## src/rtl/reqgnt_monitor.sv

```systemverilog
// Passive multi-channel req/gnt protocol monitor: per-channel in-order age queue with sticky error flags.
// Optional REQGNT_MONITOR_STATS_EN adds per-channel grant totals and worst observed grant latency.
module reqgnt_monitor #(
    parameter  int N_CH    = 4,
    parameter  int MAX_OUT = 8,
    parameter  int MIN_LAT = 2,
    parameter  int MAX_LAT = 8,
    localparam int CW      = $clog2(MAX_OUT + 1),
    localparam int LW      = $clog2(MAX_LAT + 2)
) (
    input  logic               clk,
    input  logic               rst,
    input  logic               clr_err,
    input  logic [N_CH-1:0]    req,
    input  logic [N_CH-1:0]    gnt,
    output logic [N_CH*CW-1:0] outstanding,
`ifdef REQGNT_MONITOR_STATS_EN
    output logic [N_CH*16-1:0] grant_total,
    output logic [N_CH*LW-1:0] max_lat_seen,
`endif
    output logic [N_CH-1:0]    err_underflow,
    output logic [N_CH-1:0]    err_overflow,
    output logic [N_CH-1:0]    err_early,
    output logic [N_CH-1:0]    err_timeout,
    output logic               err_any
);

    localparam int          PW       = (MAX_OUT > 1) ? $clog2(MAX_OUT) : 1;
    localparam logic [LW-1:0] AGE_SAT = LW'(MAX_LAT + 1);

    // Pointers wrap explicitly so MAX_OUT need not be a power of two.
    function automatic logic [PW-1:0] f_next(input logic [PW-1:0] p);
        return (p == PW'(MAX_OUT - 1)) ? '0 : p + 1'b1;
    endfunction

    for (genvar gi = 0; gi < N_CH; gi++) begin : g_ch
        logic [LW-1:0] r_age [MAX_OUT];
        logic [PW-1:0] r_head;
        logic [PW-1:0] r_tail;
        logic [CW-1:0] r_count;
        logic          r_udf, r_ovf, r_early, r_tmo;

        logic          w_empty, w_full, w_pop, w_push;
        logic [LW-1:0] w_head_age;
        logic          w_ev_udf, w_ev_ovf, w_ev_early, w_ev_tmo;

        assign w_empty    = (r_count == '0);
        assign w_full     = (r_count == CW'(MAX_OUT));
        assign w_head_age = r_age[r_head];
        // A same-cycle req is never eligible for the grant: pop only sees prior entries.
        assign w_pop      = gnt[gi] && !w_empty;
        assign w_push     = req[gi] && (!w_full || w_pop);

        assign w_ev_udf   = gnt[gi] && w_empty;
        assign w_ev_ovf   = req[gi] && w_full && !gnt[gi];
        assign w_ev_early = w_pop && (w_head_age < LW'(MIN_LAT));
        assign w_ev_tmo   = !w_empty && !gnt[gi] && (w_head_age == LW'(MAX_LAT));

        always_ff @(posedge clk) begin
            if (rst) begin
                for (int e = 0; e < MAX_OUT; e++) begin
                    r_age[e] <= '0;
                end
                r_head  <= '0;
                r_tail  <= '0;
                r_count <= '0;
                r_udf   <= 1'b0;
                r_ovf   <= 1'b0;
                r_early <= 1'b0;
                r_tmo   <= 1'b0;
            end else begin
                // Ages of empty slots are don't-care; they are overwritten on push.
                for (int e = 0; e < MAX_OUT; e++) begin
                    if (r_age[e] != AGE_SAT) begin
                        r_age[e] <= r_age[e] + 1'b1;
                    end
                end
                if (w_push) begin
                    r_age[r_tail] <= LW'(1);
                    r_tail        <= f_next(r_tail);
                end
                if (w_pop) begin
                    r_head <= f_next(r_head);
                end
                if (w_push && !w_pop) begin
                    r_count <= r_count + 1'b1;
                end else if (w_pop && !w_push) begin
                    r_count <= r_count - 1'b1;
                end
                r_udf   <= w_ev_udf   | (r_udf   & ~clr_err);
                r_ovf   <= w_ev_ovf   | (r_ovf   & ~clr_err);
                r_early <= w_ev_early | (r_early & ~clr_err);
                r_tmo   <= w_ev_tmo   | (r_tmo   & ~clr_err);
            end
        end

        assign outstanding[gi*CW +: CW] = r_count;
        assign err_underflow[gi]        = r_udf;
        assign err_overflow[gi]         = r_ovf;
        assign err_early[gi]            = r_early;
        assign err_timeout[gi]          = r_tmo;

`ifdef REQGNT_MONITOR_STATS_EN
        logic [15:0]   r_gtot;
        logic [LW-1:0] r_maxlat;

        always_ff @(posedge clk) begin
            if (rst) begin
                r_gtot   <= '0;
                r_maxlat <= '0;
            end else if (w_pop) begin
                // A pop in the clearing cycle restarts the statistics from this grant.
                if (clr_err) begin
                    r_gtot   <= 16'd1;
                    r_maxlat <= w_head_age;
                end else begin
                    if (r_gtot != 16'hFFFF) begin
                        r_gtot <= r_gtot + 1'b1;
                    end
                    if (w_head_age > r_maxlat) begin
                        r_maxlat <= w_head_age;
                    end
                end
            end else if (clr_err) begin
                r_gtot   <= '0;
                r_maxlat <= '0;
            end
        end

        assign grant_total[gi*16 +: 16]  = r_gtot;
        assign max_lat_seen[gi*LW +: LW] = r_maxlat;
`endif
    end

    assign err_any = |{err_underflow, err_overflow, err_early, err_timeout};

endmodule

```

## config.mk

```make
export PLATFORM = sky130hd
export DESIGN_NAME = reqgnt_monitor
export DESIGN_NICKNAME = d
export VERILOG_FILES = /design/src/rtl/reqgnt_monitor.sv
export SDC_FILE = /design/constraint.sdc
export NUM_CORES = 1
export LEC_CHECK = 0
export ABC_AREA = 1
export BUFFER_PORTS_ARGS = -buffer_cell sky130_fd_sc_hd__buf_2
export CAP_MARGIN = 20
export CORE_ASPECT_RATIO = 1.75
export CORE_MARGIN = 3
export CORE_UTILIZATION = 65
export CTS_BUF_LIST = sky130_fd_sc_hd__clkbuf_2 sky130_fd_sc_hd__clkbuf_4 sky130_fd_sc_hd__clkbuf_8
export CTS_CLUSTER_SIZE = 8
export DETAILED_ROUTE_END_ITERATION = 10
export GPL_ROUTABILITY_DRIVEN = 0
export PLACE_DENSITY = 0.92
export SLEW_MARGIN = 20
export SYNTH_ARGS = -nofsm -noshare
export SYNTH_HDL_FRONTEND = slang
export SYNTH_SLANG_ARGS = --single-unit
```

## constraint.sdc

```tcl
create_clock -name clk -period 5.4 [get_ports clk]
set_input_delay 1.35 -clock clk [delete_from_list [all_inputs] [get_ports clk]]
set_output_delay 1.35 -clock clk [all_outputs]
set_load 0.01 [all_outputs]
```

==> results of run 1 <==
==> critical path: cells and delay by family, from the launching register on <==
| family | cells | cell delay (ps) |
|---|---|---|
| AND/OR/NAND/NOR | 2 | 910 |
| flip-flops | 1 | 330 |
| buffers and inverters | 1 | 220 |
==> layer usage <==
layer | share of wire (%) | up-vias
li1 | - | 5126
met1 | 40 | 4723
met2 | 53 | 219
met3 | 3.8 | 60
met4 | 3.0 | 0
met5 | 0 | -
==> how the worst max path moves through the flow <==
stage             startpoint                  to  slack, ps
2_1_floorplan         gnt[1]  g_ch[1].r_count[3]       2450
3_3_place_gp          gnt[3]  g_ch[3].r_count[3]       2200
3_5_place_dp          gnt[3]  g_ch[3].r_count[3]       2130
4_1_cts        g_ch[0].r_udf             err_any       2090
5_1_grt        g_ch[0].r_udf             err_any       2110
6_report       g_ch[0].r_udf             err_any       2120
==> power breakdown <==
part / switching [uW] / internal (uW)
Combinational: 865 / 530
Sequential: 327 / 1670
Clock: 577 / 341
Total: 1770 / 2540
==> metrics by stage <==
stage / cell area (um2) / cells / total power [uW]
after floorplan: 11500 / 1604 / 3050
after global placement: 11600 / 1827 / 3320
after detailed placement: 11600 / 1827 / 3390
after CTS: 12000 / 1859 / 4320
after global routing: 12000 / 1859 / 4620
final: 12000 / 1859 / 4310
==> Yosys cell counts (all sizes together) <==
cell    number
a211oi       2
a21oi       66
a22oi        3
and2         1
buf         45
clkbuf       5
clkinv       1
dfxtp      196
fa           4
ha          92
inv        287
nand2      393
nand2b       2
nand3      122
nand3b       3
nand4       49
nor2       130
nor3        12
nor4         4
o211a        6
o211ai      33
o21ai       81
o22ai        2
o31ai       15
or2          3
xnor2        3
xor2        44
==> final cells by class <==
cell class                 count  area [um2]  area share (%)
tap                          227         284            2.36
multi-input combinational   1070        6110            50.9
timing repair buffer          46         240            2.00
clock buffer                  17         234            1.95
inverter                     288        1080            9.00
sequential                   196        3920            32.7
clock inverter                15         141            1.18
==> flip-flops by register name, summed over array words and instances (netlist names), named ones only <==
name,flops
g_ch.r_head,12
g_ch.r_ovf,4
g_ch.r_count,16
g_ch.r_early,4
g_ch.r_age,128
g_ch.r_tmo,4
g_ch.r_udf,4
g_ch.r_tail,12
==> kinds of logic (layout without fill, tap and decap cells) <==
logic type,count (synthesis),after routing
compound gates,208,208
xor+xnor,47,47
fa+ha+maj,96,96
buf+inv,338,366
flops,196,196
simple gates,719,719
==> results.json, run 1 <==
{
  "outcome": "finished clean",
  "die_boundary_height_um": 182,
  "synth_fa_ha_area_share_pct": 10.8,
  "final_report_hold_violation_count": 0,
  "r2r.worst_path.cells": 14,
  "grt_setup_unrepaired": "no",
  "fin_crit_sh_pct": 60.7,
  "drtIter0Drc": 592,
  "synth_simple_gate_area_share_pct": 28.4,
  "timing.hold.worst_endpoint": "g_ch[2].r_udf",
  "synth_top_area_share_pct": 34.3,
  "antenna_found_initial": 0,
  "grt_start_max_net_pins": 90,
  "achievable-frequency_mhz": 305,
  "layout_area_growth_over_synthesis_pct": 4.92,
  "routed-via-count": 10100,
  "buffer_ports.inserted": 43,
  "worstSetupStartpointType": "register",
  "grtUsageMet2_pct": 49.0,
  "post_drt_via_cell_ratio": 5.45,
  "synth_area_per_cell_um2": 7.14,
  "tritoncts_clock_tree": "built",
  "synth-compound-area-share_pct": 10.6,
  "post_synth_inst_count": 1604,
  "timing_max_transition_violations_final": 0,
  "postCtsSetupRepairBufs": 0,
  "timing.slew.headroom_pct": 31.2,
  "nets": 1726,
  "required_time_of_the_critical_path_ps": 4050,
  "hold_path_class": "reg -> reg",
  "post_synth_num_cell_types": 42,
  "clock_skew_ps": 16.9,
  "setup.reg_to_reg.worst_slack_ps": 2870,
  "powerDensity_nw_per_um2": 359,
  "ioPinCount": 44,
  "combinational_family_with_the_most_area_after_synthesis": "simple AND/OR/NAND/NOR gates",
  "post_route_cells_drive_above_1_share_pct": 8.88,
  "wl_per_cell_um": 13.1,
  "dieArea_um2": 19300,
  "endpoint_kind": "output pin",
  "detail_route.wirelength_um": 24300,
  "postSynthNetCount": 1711,
  "syn_std_cell_area_um2": 11500,
  "final.setup.tns_ps": 0,
  "antenna_violating_nets_post_route": 0,
  "synth_seq_cells": 196,
  "clock-sinks": 196,
  "route.detailed.drc": 0,
  "synthXorXnorAreaFrac_pct": 3.59,
  "post-route-worst-setup-slack_ps": 2120,
  "n_fill_cell": 1381,
  "cts.reportedPaths.clkPinSlew_ps": 110,
  "grt_ovf": 0,
  "max_cap_violations": 0,
  "finalHoldWorstSlack_ps": 488,
  "die_width_um": 106,
  "min_path_cells": 2,
  "num_rows": 63,
  "cts_hold_buffers": 0,
  "number_of_levels_in_the_clock_h_tree": 4,
  "power.static_leakage_uw": 0.00629,
  "synth.yosys.seq_area_share_pct": 34.3,
  "clock_tree.buffer_depth": 2,
  "synth_top_area_cell": "dfxtp_1",
  "timing_worst_slew_pin_value_ps": 1030,
  "cts_root_buffer": "clkbuf_8",
  "initial_core_util_pct": 66.9,
  "number_of_global_route_vias_before_repair": 9884,
  "globalRouteMet1Util_pct": 28.0,
  "peakVddDrop_mv": 0.218,
  "drtPass1Iterations": 5,
  "final_period_minus_worst_setup_slack_ps": 3280,
  "antennaDiodeCount": 0,
  "mostFrequentLayoutCells": "nand2_1, inv_1, dfxtp_1",
  "regToRegEndpoint": "g_ch[0].r_count[3]",
  "worst-setup-path-type": "reg -> out",
  "cts-buffers-inserted": 17,
  "ctsResizeCount": 0,
  "holdCritStartpoint": "g_ch[2].r_udf",
  "critPathArrivalTime_ps": 1930,
  "synth.area.mux_share_pct": 0,
  "gr-usage-met3_pct": 3.49,
  "dpl.hpwl_um": 17800,
  "most_common_cell_after_layout_fill_and_taps_aside": "nand2_1",
  "worstPathMaxFanout": 3,
  "core_area_um2": 17100,
  "post_synth_main_area_contributors": "dfxtp_1, nand2_1, ha_1, inv_1, nand3_1",
  "critical_path.max_stage_delay_ps": 620,
  "dp_slack_ps": 2130,
  "critical_path.cell_chain": "nor4_1 > nand4_1 > buf_2",
  "track_usage_pct": 25.8,
  "grt_pass1_wl_um": 42400,
  "most_utilized_layer_in_the_global_route_result": "met2",
  "setup-violations-final": 0,
  "clk_latency_ps": 480,
  "critical_path.slowest_cell": "nor4_1",
  "reg2reg_from": "g_ch[0].r_count[1]",
  "count_of_warnings_emitted_by_yosys": 0,
  "final_core_util_pct": 70.2
}
Note: power is estimated with default switching activity, not from simulation.
==> inputs of run 2 (changes only) <==
--- a/config.mk
+++ b/config.mk
@@ -10,12 +10,12 @@
 export CAP_MARGIN = 20
 export CORE_ASPECT_RATIO = 1.75
 export CORE_MARGIN = 3
-export CORE_UTILIZATION = 65
+export CORE_UTILIZATION = 58
 export CTS_BUF_LIST = sky130_fd_sc_hd__clkbuf_2 sky130_fd_sc_hd__clkbuf_4 sky130_fd_sc_hd__clkbuf_8
 export CTS_CLUSTER_SIZE = 8
 export DETAILED_ROUTE_END_ITERATION = 10
 export GPL_ROUTABILITY_DRIVEN = 0
-export PLACE_DENSITY = 0.92
+export PLACE_DENSITY = 0.87
 export SLEW_MARGIN = 20
 export SYNTH_ARGS = -nofsm -noshare
 export SYNTH_HDL_FRONTEND = slang
==> constraint.sdc (replaced) <==
create_clock -name clk -period 2.97 [get_ports clk]
set_input_delay 0.7425 -clock clk [delete_from_list [all_inputs] [get_ports clk]]
set_output_delay 0.7425 -clock clk [all_outputs]
set_load 0.01 [all_outputs]
==> results.json, run 2 (same netlist as run 1, synthesis figures left out) <==
{
  "outcome": "finished clean",
  "cts_root_buffer": "clkbuf_8",
  "r2r.worst_path.cells": 15,
  "buffer_ports.inserted": 43,
  "grt_start_max_net_pins": 50,
  "largest_reg_flops": 128,
  "cts.reportedPaths.clkPinSlew_ps": 110,
  "setup-violations-final": 0,
  "required_time_of_the_critical_path_ps": 2230,
  "achievable-frequency_mhz": 385,
  "overall_power_uw": 7860,
  "die_width_um": 112,
  "post_route_cells_drive_above_1_share_pct": 9.11,
  "power.static_leakage_uw": 0.00632,
  "post_drt_via_cell_ratio": 5.32,
  "register_area_um2": 3920,
  "final_area_um2": 12100,
  "worst-setup-path-type": "reg -> out",
  "met3_wirelength_um": 889,
  "initial_core_util_pct": 59.4,
  "max_cap_violations": 0,
  "met2WireLength_um": 12400,
  "worstPathMaxFanout": 3,
  "ctsResizeCount": 0,
  "hold_path_class": "reg -> reg",
  "detail_route.wirelength_um": 23800,
  "worst_path_dominant_cell_family": "simple AND/OR/NAND/NOR gates",
  "number_of_global_route_vias_before_repair": 9698,
  "wl_per_cell_um": 12.7,
  "powerDensity_nw_per_um2": 649,
  "critical_path.cell_chain": "nor4_1 > nand4_1 > buf_2",
  "fin_crit_sh_pct": 87.4,
  "registers_with_the_highest_flip_flop_counts": "g_ch.r_age x128, g_ch.r_count x16",
  "clock_skew_ps": 13.5,
  "most_common_cell_after_layout_fill_and_taps_aside": "nand2_1",
  "layout_area_growth_over_synthesis_pct": 5.69,
  "route.top_layer_used": "met4",
  "antenna_violating_nets_post_route": 0,
  "ioPinCount": 44,
  "track_usage_pct": 22.5,
  "die_boundary_height_um": 192,
  "clock_tree.buffer_depth": 2,
  "clock-sinks": 196,
  "routed-via-count": 9993,
  "endpoint_kind": "output pin",
  "n_fill_cell": 1667,
  "postCtsSetupRepairBufs": 0,
  "finalHoldWorstSlack_ps": 485,
  "mostFrequentLayoutCells": "nand2_1, inv_1, dfxtp_1",
  "critical_path.slowest_cell": "nor4_1",
  "min_path_cells": 2,
  "peakVddDrop_mv": 0.495,
  "grt_pass1_wl_um": 41000,
  "critical_path_buf_inv_count": 1,
  "worstSetupStartpointType": "register",
  "nets": 1730,
  "met1Wirelength_um": 9860,
  "num_rows": 67,
  "number_of_levels_in_the_clock_h_tree": 4,
  "final_report_hold_violation_count": 0,
  "placedInstanceArea_um2": 11700,
  "cts-buffers-inserted": 17,
  "antenna_found_initial": 0,
  "dieArea_um2": 21500,
  "clk_latency_ps": 490,
  "timing_max_transition_violations_final": 0,
  "drtIter0Drc": 558,
  "cts_hold_buffers": 0,
  "final_period_minus_worst_setup_slack_ps": 2590,
  "final.setup.tns_ps": 0,
  "critPathArrivalTime_ps": 1850,
  "timing_worst_slew_pin_value_ps": 731,
  "area_of_the_multi_input_gates_um2": 6110,
  "worst-path-stages": 3,
  "grt_setup_unrepaired": "no",
  "route.detailed.drc": 0,
  "drtPass1Iterations": 5,
  "core_area_um2": 19300,
  "antennaDiodeCount": 0,
  "tritoncts_clock_tree": "built",
  "timing.slew.headroom_pct": 51.2,
  "dpl.hpwl_um": 17800,
  "critical_path.max_stage_delay_ps": 600,
  "max_flop_register": "g_ch.r_age",
  "grt_ovf": 0
}
[run 2: metrics by stage]
| step | util (%) | setup WS (ps) | std cells |
|---|---|---|---|
| floorplan | - | 630 | 1604 |
| global placement | 60.7 | 395 | 1845 |
| detailed placement | 60.7 | 269 | 1845 |
| CTS | 62.8 | 310 | 1877 |
| global route | 62.8 | 286 | 1877 |
| finish | 62.8 | 376 | 1877 |
[run 2: final timing paths]
path	startpoint	to	slack, ps
setup / recovery	g_ch[0].r_udf	err_any	380
setup reg to reg	g_ch[3].r_count[1]	g_ch[3].r_count[3]	640
hold / removal	g_ch[3].r_ovf	g_ch[3].r_ovf	490
hold reg to reg	g_ch[3].r_ovf	g_ch[3].r_ovf	490
[run 2: layout make-up]
class                   count  share of cell area, %
repair buffers             50                   2.44
inverters                 288                   8.93
well taps                 241                   2.49
clock buffers              17                   1.93
clock inverters            15                   1.30
multi-input cells        1070                   50.5
flip-flops and latches    196                   32.4
[run 2: tightest hold or removal path, delay by kind of cell, from the launching register on]
kind / cells / cell delay (ps)
flip-flops: 1 / 340
AND/OR/NAND/NOR: 1 / 60
AO/OA/AOI/OAI: 1 / 50
[run 2: report_power, final]
part / switching, uW / internal [uW] / leakage, uW
Combinational: 1590 / 979 / 0.00451
Clock: 1090 / 636 / 0.000197
Sequential: 536 / 3040 / 0.00161
Total: 3210 / 4650 / 0.00632
[run 2: routing by layer]
| layer | GRT usage (%) | vias up |
|---|---|---|
| met2 | 42.2 | 205 |
| li1 | - | 5143 |
| met4 | 9.63 | 0 |
| met1 | 24.5 | 4588 |
| met5 | 0 | - |
| met3 | 3.81 | 57 |
